## src/rtl/pwm_pkg.sv

```systemverilog
// Shared definitions for the PWM datapath: default widths and control FSM encoding.
package pwm_pkg;
    localparam int DEF_WIDTH_PERIOD = 16;
    localparam int DEF_WIDTH_DUTY   = 16;
    localparam int DEF_STEP_W       = 8;

    typedef enum logic [1:0] {
        ST_IDLE = 2'd0,
        ST_PEND = 2'd1,
        ST_RAMP = 2'd2
    } state_t;
endpackage

```

## src/rtl/ramp_step.sv

```systemverilog
// Combinational saturating step of cur toward tgt by step; never overshoots tgt.
// Differences are formed one bit wider so neither direction can wrap.
module ramp_step #(
    parameter int WIDTH  = 16,
    parameter int STEP_W = 8
) (
    input  logic [WIDTH-1:0]  cur,
    input  logic [WIDTH-1:0]  tgt,
    input  logic [STEP_W-1:0] step,
    output logic [WIDTH-1:0]  nxt
);
    logic [WIDTH-1:0] step_n;
    logic [WIDTH:0]   step_x;
    logic [WIDTH:0]   gap_up;
    logic [WIDTH:0]   gap_dn;

    assign step_n = {{(WIDTH-STEP_W){1'b0}}, step};
    assign step_x = {1'b0, step_n};
    assign gap_up = {1'b0, tgt} - {1'b0, cur};
    assign gap_dn = {1'b0, cur} - {1'b0, tgt};

    always_comb begin
        nxt = tgt;
        if (cur < tgt) begin
            if (gap_up > step_x) nxt = cur + step_n;
        end else if (cur > tgt) begin
            if (gap_dn > step_x) nxt = cur - step_n;
        end
    end
endmodule

```

## src/rtl/pwm_duty_ramp.sv

```systemverilog
// Retargets PWM period/duty on counter wrap, optionally ramping the duty by a fixed step per period.
// Outputs change only one clock after period_end_i; duty is always clamped to the applied period.
module pwm_duty_ramp
    import pwm_pkg::*;
#(
    parameter int WIDTH_PERIOD = DEF_WIDTH_PERIOD,
    parameter int WIDTH_DUTY   = DEF_WIDTH_DUTY,
    parameter int STEP_W       = DEF_STEP_W,
    parameter logic [WIDTH_PERIOD-1:0] RESET_PERIOD = 16'hFFFF
) (
    input  logic                    clk_i,
    input  logic                    rst_i,
    input  logic                    load_i,
    input  logic [WIDTH_PERIOD-1:0] tgt_period_i,
    input  logic [WIDTH_DUTY-1:0]   tgt_duty_i,
    input  logic [STEP_W-1:0]       step_i,
    input  logic                    ramp_en_i,
    input  logic                    period_end_i,
    output logic [WIDTH_PERIOD-1:0] cfg_period_o,
    output logic [WIDTH_DUTY-1:0]   cfg_duty_o,
    output logic                    busy_o,
    output logic                    err_o
);
    state_t                  state;
    state_t                  state_next;
    logic [WIDTH_PERIOD-1:0] tgt_period;
    logic [WIDTH_DUTY-1:0]   tgt_duty;
    logic [STEP_W-1:0]       step_r;

    logic                    apply;
    logic [WIDTH_PERIOD-1:0] period_new;
    logic [WIDTH_DUTY-1:0]   duty_clamped;
    logic [WIDTH_DUTY-1:0]   duty_step;
    logic [WIDTH_DUTY-1:0]   duty_next;
    logic [WIDTH_DUTY-1:0]   load_duty;

    ramp_step #(
        .WIDTH  (WIDTH_DUTY),
        .STEP_W (STEP_W)
    ) u_ramp_step (
        .cur  (duty_clamped),
        .tgt  (tgt_duty),
        .step (step_r),
        .nxt  (duty_step)
    );

    // A pending retarget applies its period first; the old duty is clamped under it before stepping.
    always_comb begin
        apply        = period_end_i && (state != ST_IDLE);
        period_new   = (state == ST_PEND) ? tgt_period : cfg_period_o;
        duty_clamped = (cfg_duty_o > period_new) ? period_new : cfg_duty_o;
        duty_next    = (!ramp_en_i || (step_r == '0)) ? tgt_duty : duty_step;
        load_duty    = (tgt_duty_i > tgt_period_i) ? tgt_period_i : tgt_duty_i;

        state_next = state;
        if (apply) state_next = (duty_next == tgt_duty) ? ST_IDLE : ST_RAMP;
        if (load_i) state_next = ST_PEND;
    end

    always_ff @(posedge clk_i or posedge rst_i) begin
        if (rst_i) begin
            state        <= ST_IDLE;
            tgt_period   <= RESET_PERIOD;
            tgt_duty     <= '0;
            step_r       <= '0;
            cfg_period_o <= RESET_PERIOD;
            cfg_duty_o   <= '0;
            busy_o       <= 1'b0;
            err_o        <= 1'b0;
        end else begin
            state  <= state_next;
            busy_o <= (state_next != ST_IDLE);
            if (apply) begin
                cfg_period_o <= period_new;
                cfg_duty_o   <= duty_next;
            end
            // The wrap above used the old target; the new one is captured for the next wrap.
            if (load_i) begin
                tgt_period <= tgt_period_i;
                tgt_duty   <= load_duty;
                step_r     <= step_i;
                err_o      <= (tgt_duty_i > tgt_period_i);
            end
        end
    end
endmodule

```

## config.mk

```make
export PLATFORM = sky130hd
export DESIGN_NAME = pwm_duty_ramp
export DESIGN_NICKNAME = d
export VERILOG_FILES = /design/src/rtl/pwm_pkg.sv /design/src/rtl/ramp_step.sv /design/src/rtl/pwm_duty_ramp.sv
export SDC_FILE = /design/constraint.sdc
export NUM_CORES = 1
export LEC_CHECK = 0
export ABC_CLOCK_PERIOD_IN_PS = 18900
export BUFFER_PORTS_ARGS = -buffer_cell sky130_fd_sc_hd__buf_4
export CELL_PAD_IN_SITES_DETAIL_PLACEMENT = 1
export CELL_PAD_IN_SITES_GLOBAL_PLACEMENT = 1
export CORE_MARGIN = 5
export CORE_UTILIZATION = 45
export DETAILED_ROUTE_END_ITERATION = 12
export PLACE_DENSITY_LB_ADDON = 0.1
export RECOVER_POWER = 25
export SETUP_SLACK_MARGIN = 0.05
export SYNTH_ARGS = -nofsm -noshare
export SYNTH_HDL_FRONTEND = slang
export SYNTH_HIERARCHICAL = 1
export SYNTH_SLANG_ARGS = --single-unit
```

## constraint.sdc

```tcl
create_clock -name clk_i -period 18.9 [get_ports clk_i]
set_input_delay 5.67 -clock clk_i [delete_from_list [all_inputs] [get_ports clk_i]]
set_output_delay 5.67 -clock clk_i [all_outputs]
set_load 0.02 [all_outputs]
```

======== Yosys cells after proc, flatten, opt, wreduce, memory -nomap -nowiden ========
Cells that the tools add are included.
W data, S select, Z words.
storage, ports and cells
  bits in registers ....................... 76
  input port bits ......................... 45
  output and inout port bits .............. 34
  logic and storage cells ................. 37
cells by class
  add/sub/neg operators ................... 4
  magnitude comparators ................... 6
  eq/ne operators ......................... 2
  mux-type cells .......................... 11
  reduce and logical (&&, ||, !) cells .... 6
operators with widths
  cell                  count
  $mux W16              8
  $gt A16 B16 Y1        3
  $gt A17 B8 Y1         2
  $sub A16 B16 Y17      2
  $add A16 B8 Y16       1
  $eq A16 B16 Y1        1
  $lt A16 B16 Y1        1
  $sub A16 B8 Y16       1
  $logic_not A8 Y1      1
  $mux W2               3
  $reduce_bool A2 Y1    2
  $eq A2 B1 Y1 const B  1
  $logic_and A1 B1 Y1   1
  $logic_not A1 Y1      1
  $logic_or A1 B1 Y1    1

======== Depth between registers and ports, before layout ========
  depth after elaboration ................. 15
  depth in mapped cells ................... 38
  mapped depth without buffers ............ 33

======== Modules after synthesis ========
Netlist, hierarchy kept.
modules (own cells, without submodules)
  module         times used  cells an instance  area an instance (µm²)  sequential area each (µm²)
  pwm_duty_ramp  1           446                4611.9                  1941.9
  ramp_step      1           490                3398.3                  0.0

======== Least setup slack after synthesis ========
No wires, ideal clock.
  path kind ............................... flip-flop to flip-flop
  from .................................... register state[1]
  to ...................................... register busy_o
  setup time .............................. 0.142 ns
  arrival time ............................ 7.360 ns
  data required time ...................... 18.758 ns
  path slack .............................. 11.398 ns
  cell stages (with the launch flop) ...... 35
  path buffers ............................ 3
  period minus slack after synthesis ...... 7.502 ns
  cells stage by stage .................... dfrtp_1 nor2b_1 clkbuf_1 buf_2 mux2i_1 ha_1 nand3_1 or4_1 a21oi_1 nand4b_1 o21a_1 buf_6 mux2i_1 inv_1 ha_1 nor2b_1 o31a_1 or4_1 nand2_1 xnor2_1 ha_1 nand3_1 nand2b_1 a22oi_1 or4b_4 nor4_4 a21oi_2 o21ai_2 or4b_1 xnor2_1 nand4_1 nor4_1 nor3_1 a21oi_1 o21bai_1
on the way
  word-level cells in the longest chain between the ends .. 15
ends and longest elaborated chain
  item                    line                 text
  from (decl)             pwm_duty_ramp.sv:24  state_t state;
  from (signal assigned)  pwm_duty_ramp.sv:71  state <= state_next;
  $eq A2 B1 Y1 *          pwm_duty_ramp.sv:50  period_new = (state == ST_PEND) ? tgt_period : cfg_period_o;
  $mux W16 *              pwm_duty_ramp.sv:50
  $gt A16 B16 Y1          pwm_duty_ramp.sv:51  duty_clamped = (cfg_duty_o > period_new) ? period_new : cfg_duty_o;
  $mux W16 *              pwm_duty_ramp.sv:51
  via duty_clamped[1]     pwm_duty_ramp.sv:32  logic [WIDTH_DUTY-1:0] duty_clamped;
  $sub A16 B16 Y17        ramp_step.sv:20      assign gap_dn = {1'b0, cur} - {1'b0, tgt};
  $gt A17 B8 Y1           ramp_step.sv:27      if (gap_dn > step_x) nxt = cur - step_n;
  $mux W16                ramp_step.sv:27
  $mux W16                ramp_step.sv:26      end else if (cur > tgt) begin
  $mux W16 *              ramp_step.sv:24      if (cur < tgt) begin
  via duty_step[8]        pwm_duty_ramp.sv:33  logic [WIDTH_DUTY-1:0] duty_step;
  $mux W16 *              pwm_duty_ramp.sv:52  duty_next = (!ramp_en_i || (step_r == '0)) ? tgt_duty : duty_step;
  $eq A16 B16 Y1 *        pwm_duty_ramp.sv:56  if (apply) state_next = (duty_next == tgt_duty) ? ST_IDLE : ST_RAMP;
  $mux W2 * (2 in a row)  pwm_duty_ramp.sv:56
  $mux W2 *               pwm_duty_ramp.sv:57  if (load_i) state_next = ST_PEND;
  $reduce_bool A2 Y1 *    pwm_duty_ramp.sv:72  busy_o <= (state_next != ST_IDLE);
  to (signal assigned)    pwm_duty_ramp.sv:72
  to (decl)               pwm_duty_ramp.sv:21  output logic busy_o,
The timed path passes the listed nets; every way through them passes the cells marked *.
A chain may end at the register's enable or synchronous reset.

======== Worst setup path in the final report ========
Ends and elaborated chain as after synthesis.

==> flow_summary_export.csv <==
group,metric,value,unit
cts,htreeDepth,3,
timing,clock.fmax,97.4,MHz
job,drv_cap,3,
critical_path,endpoint_kind,"flip-flop",
placement,io_buffers,78,
cts,cts_tree,"built",
global_routing,grt_pass1_wl,41400,µm
cts,postCtsResizedCells,0,
critical_path,worstSetupStartpointType,"flip-flop",
critical_path,max_stage_delay,0.89,ns
cts,cts_setup_buffers,0,
floorplanning,rows,48,
detailed_routing,wl_per_cell,21.4,µm
finish,multi_input_area,0.00544,mm²
timing,final.setup.tns,0,ns
logic_synthesis,yosysUniqueCellTypes,83,
logic_synthesis,synth_edf_count,0,
critical_path,worst_r2r_path_depth,33,
cts,cts_made_buffers,9,
detailed_routing,vias_per_cell,5.97,
timing,min_period,10.27,ns
detailed_routing,antenna_left,0,
critical_path,crit_fanout,19,
logic_synthesis,synth_cells,936,
critical_path,crit_required,19.00,ns
detailed_routing,dr.pass1.iters,4,
finish,antenna_cells,0,
placement,place_congestion,0.927,
floorplanning,die_x,143,µm
logic_synthesis,ys_ff_latch,76,
timing,hold_viol,0,
logic_synthesis,synthesis.area,0.00801,mm²
timing,rsz0062_at_grt,"no",
timing,maxSlewViolCount,158,
critical_path,cp-endpoint,"busy_o$_DFF_PP0_",
finish,syn2layout_area_growth,12.2,%
logic_synthesis,synth.avg_cell_area,8.56,µm²
critical_path,rrSetupSlack,8.63,ns
critical_path,cp.arrival,10.36,ns
critical_path,crit_type,"reg2reg",
global_routing,grt_usage,0.255,
global_routing,antenna_found_initial,0,
cts,root_buffer,"clkbuf_16",
cts,clock_path_buffers,2,
floorplanning,dieArea,0.0206,mm²
logic_synthesis,ys.flop_type,"dfrtp_1",
global_routing,grt_overflow,0,
cts,clock-sinks,76,
detailed_routing,drc,0,
finish,nFillCells,2087,
finish,area.sequential,0.00194,mm²
logic_synthesis,yosysSeqAreaShare,0.242,
global_routing,grt_max_degree,77,
logic_synthesis,synthArstFlopShare,1.00,
min_path,hold_path_class,"reg2reg",
timing,tightest_slew,4.11,ns
floorplanning,core,0.0174,mm²
timing,fin_crit_sh,0.543,
finish,drive_above_1_share,0.190,
logic_synthesis,synth.net_count,1080,
finish,fin_nets,1132,
detailed_routing,drtIter0Drc,336,
critical_path,rr_endpoint,"busy_o$_DFF_PP0_",
critical_path,critPathSlowestCell,"nor2b_2",
cts,path_clk_slew,0.07,ns
critical_path,r2r_start,"state[1]$_DFF_PP0_",
detailed_routing,dr_total_vias,7271,
timing,setup_viol,0,
timing,relSlewSlack,-1.74,
global_routing,grt_pass1_vias,7535,
critical_path,startpoint,"state[1]$_DFF_PP0_",
cts,clkLatencyLatePin,0.34,ns
logic_synthesis,yosys_warnings,6,
floorplanning,die_height,143,µm
placement,hpwl,21000,µm
detailed_routing,wirelength,26100,µm
cts,hold_buffers,0,
floorplanning,boundaryPins,79,
floorplanning,initial_core_util,0.462,
status,status,"finished, violations left",
timing,fin_skew,0.0124,ns
status,failed_checks,"max-capacitance violations, max-slew violations",
cell families after synthesis:
family	share of synthesized area
compound gates	0.213
xor+xnor	0.0437
fa+ha+maj	0.158
buf+inv	0.0790
flops	0.242
mux	0.0981
simple gates	0.166
state kept, by name, indices dropped and copies added, names as in the netlist:
signal and flops:
busy_o 1, step_r 8, tgt_period 16, err_o 1, state 2, cfg_period_o 16, cfg_duty_o 16, tgt_duty 16
layout by cell type (no fill, tap or decap), types with 12 or more instances in the layout:
master,count
nand4_1,21
mux2i_1,47
buf_4,78
a21oi_1,60
xnor2_1,30
nor2_1,36
nor2b_1,12
mux2_2,28
nand2_1,79
nand3_1,31
o21ai_0,63
dfrtp_1,44
ha_1,95
inv_1,107
nor3_1,16
a21o_1,13
dfstp_2,32
synthesized netlist by cell type, types with 7 or more instances:
master | instances | area share
a21o_1 | 13 | 0.012
and3_1 | 8 | 0.0062
a211oi_1 | 8 | 0.0075
buf_2 | 7 | 0.0044
nand4_1 | 21 | 0.016
xnor2_1 | 30 | 0.033
dfrtp_1 | 44 | 0.14
nand2b_1 | 9 | 0.0070
nor2_1 | 36 | 0.017
xor2_1 | 10 | 0.011
ha_1 | 95 | 0.15
o221ai_2 | 10 | 0.019
nor2b_1 | 13 | 0.010
a21oi_1 | 60 | 0.037
nor3_1 | 16 | 0.010
and2_1 | 8 | 0.0062
dfstp_2 | 32 | 0.10
o21a_1 | 10 | 0.0094
o221ai_1 | 11 | 0.012
inv_1 | 107 | 0.050
o21ai_0 | 62 | 0.039
nand2_1 | 79 | 0.037
clkbuf_1 | 26 | 0.012
mux2i_1 | 47 | 0.059
mux2_2 | 28 | 0.039
nand3_1 | 31 | 0.019
worst max-delay path, delay by kind of cell, from the launching register on:
| family | cells | cell delay [ns] |
|---|---|---|
| simple gates | 12 | 3.38 |
| buf+inv | 1 | 0.27 |
| mux | 2 | 0.96 |
| compound gates | 13 | 3.65 |
| fa+ha+maj | 3 | 1.00 |
| xor+xnor | 2 | 0.32 |
| flops | 1 | 0.40 |
layer usage:
layer  vias up  wire (µm)  global-route usage
met5         -          0                   0
met4         0        469              0.0624
met3        29        719              0.0196
met2       140      12700               0.437
met1      3648      12200               0.350
li1       3454          -                   -
stage by stage:
stage	hold WS, ns	instance area, µm²	setup WS (ns)	instances	util
finish	0.501	8990	8.63	1218	0.518
global route	0.533	8990	7.96	1218	0.518
CTS	0.509	9010	8.77	1218	0.519
detailed placement	0.488	8690	8.92	1202	0.501
global placement	0.486	8690	9.35	1202	0.501
floorplan	0.479	8010	11.34	936	-
final cells by class:
cell class	instances	share of cell area
tap	225	0.0313
clock buffer	10	0.0278
multi-input combinational	712	0.605
clock inverter	6	0.00766
timing repair buffer	82	0.0673
inverter	107	0.0447
sequential	76	0.216
worst min-delay path by stage:
stage / startpoint / end / slack [ns] / cells past startpoint
final: cfg_period_o[15]$_DFFE_PP1P_ / cfg_period_o[15]$_DFFE_PP1P_ / 0.50 / 2
after global routing: cfg_period_o[15]$_DFFE_PP1P_ / cfg_period_o[15]$_DFFE_PP1P_ / 0.53 / 2
after CTS: cfg_period_o[15]$_DFFE_PP1P_ / cfg_period_o[15]$_DFFE_PP1P_ / 0.51 / 2
after detailed placement: cfg_period_o[15]$_DFFE_PP1P_ / cfg_period_o[15]$_DFFE_PP1P_ / 0.49 / 2
after global placement: cfg_period_o[3]$_DFFE_PP1P_ / cfg_period_o[3]$_DFFE_PP1P_ / 0.49 / 2
after floorplan: state[0]$_DFF_PP0_ / state[0]$_DFF_PP0_ / 0.48 / 1
Power is not shown: default switching activity piles up to over one toggle a cycle in this logic, so the estimate is an artifact.
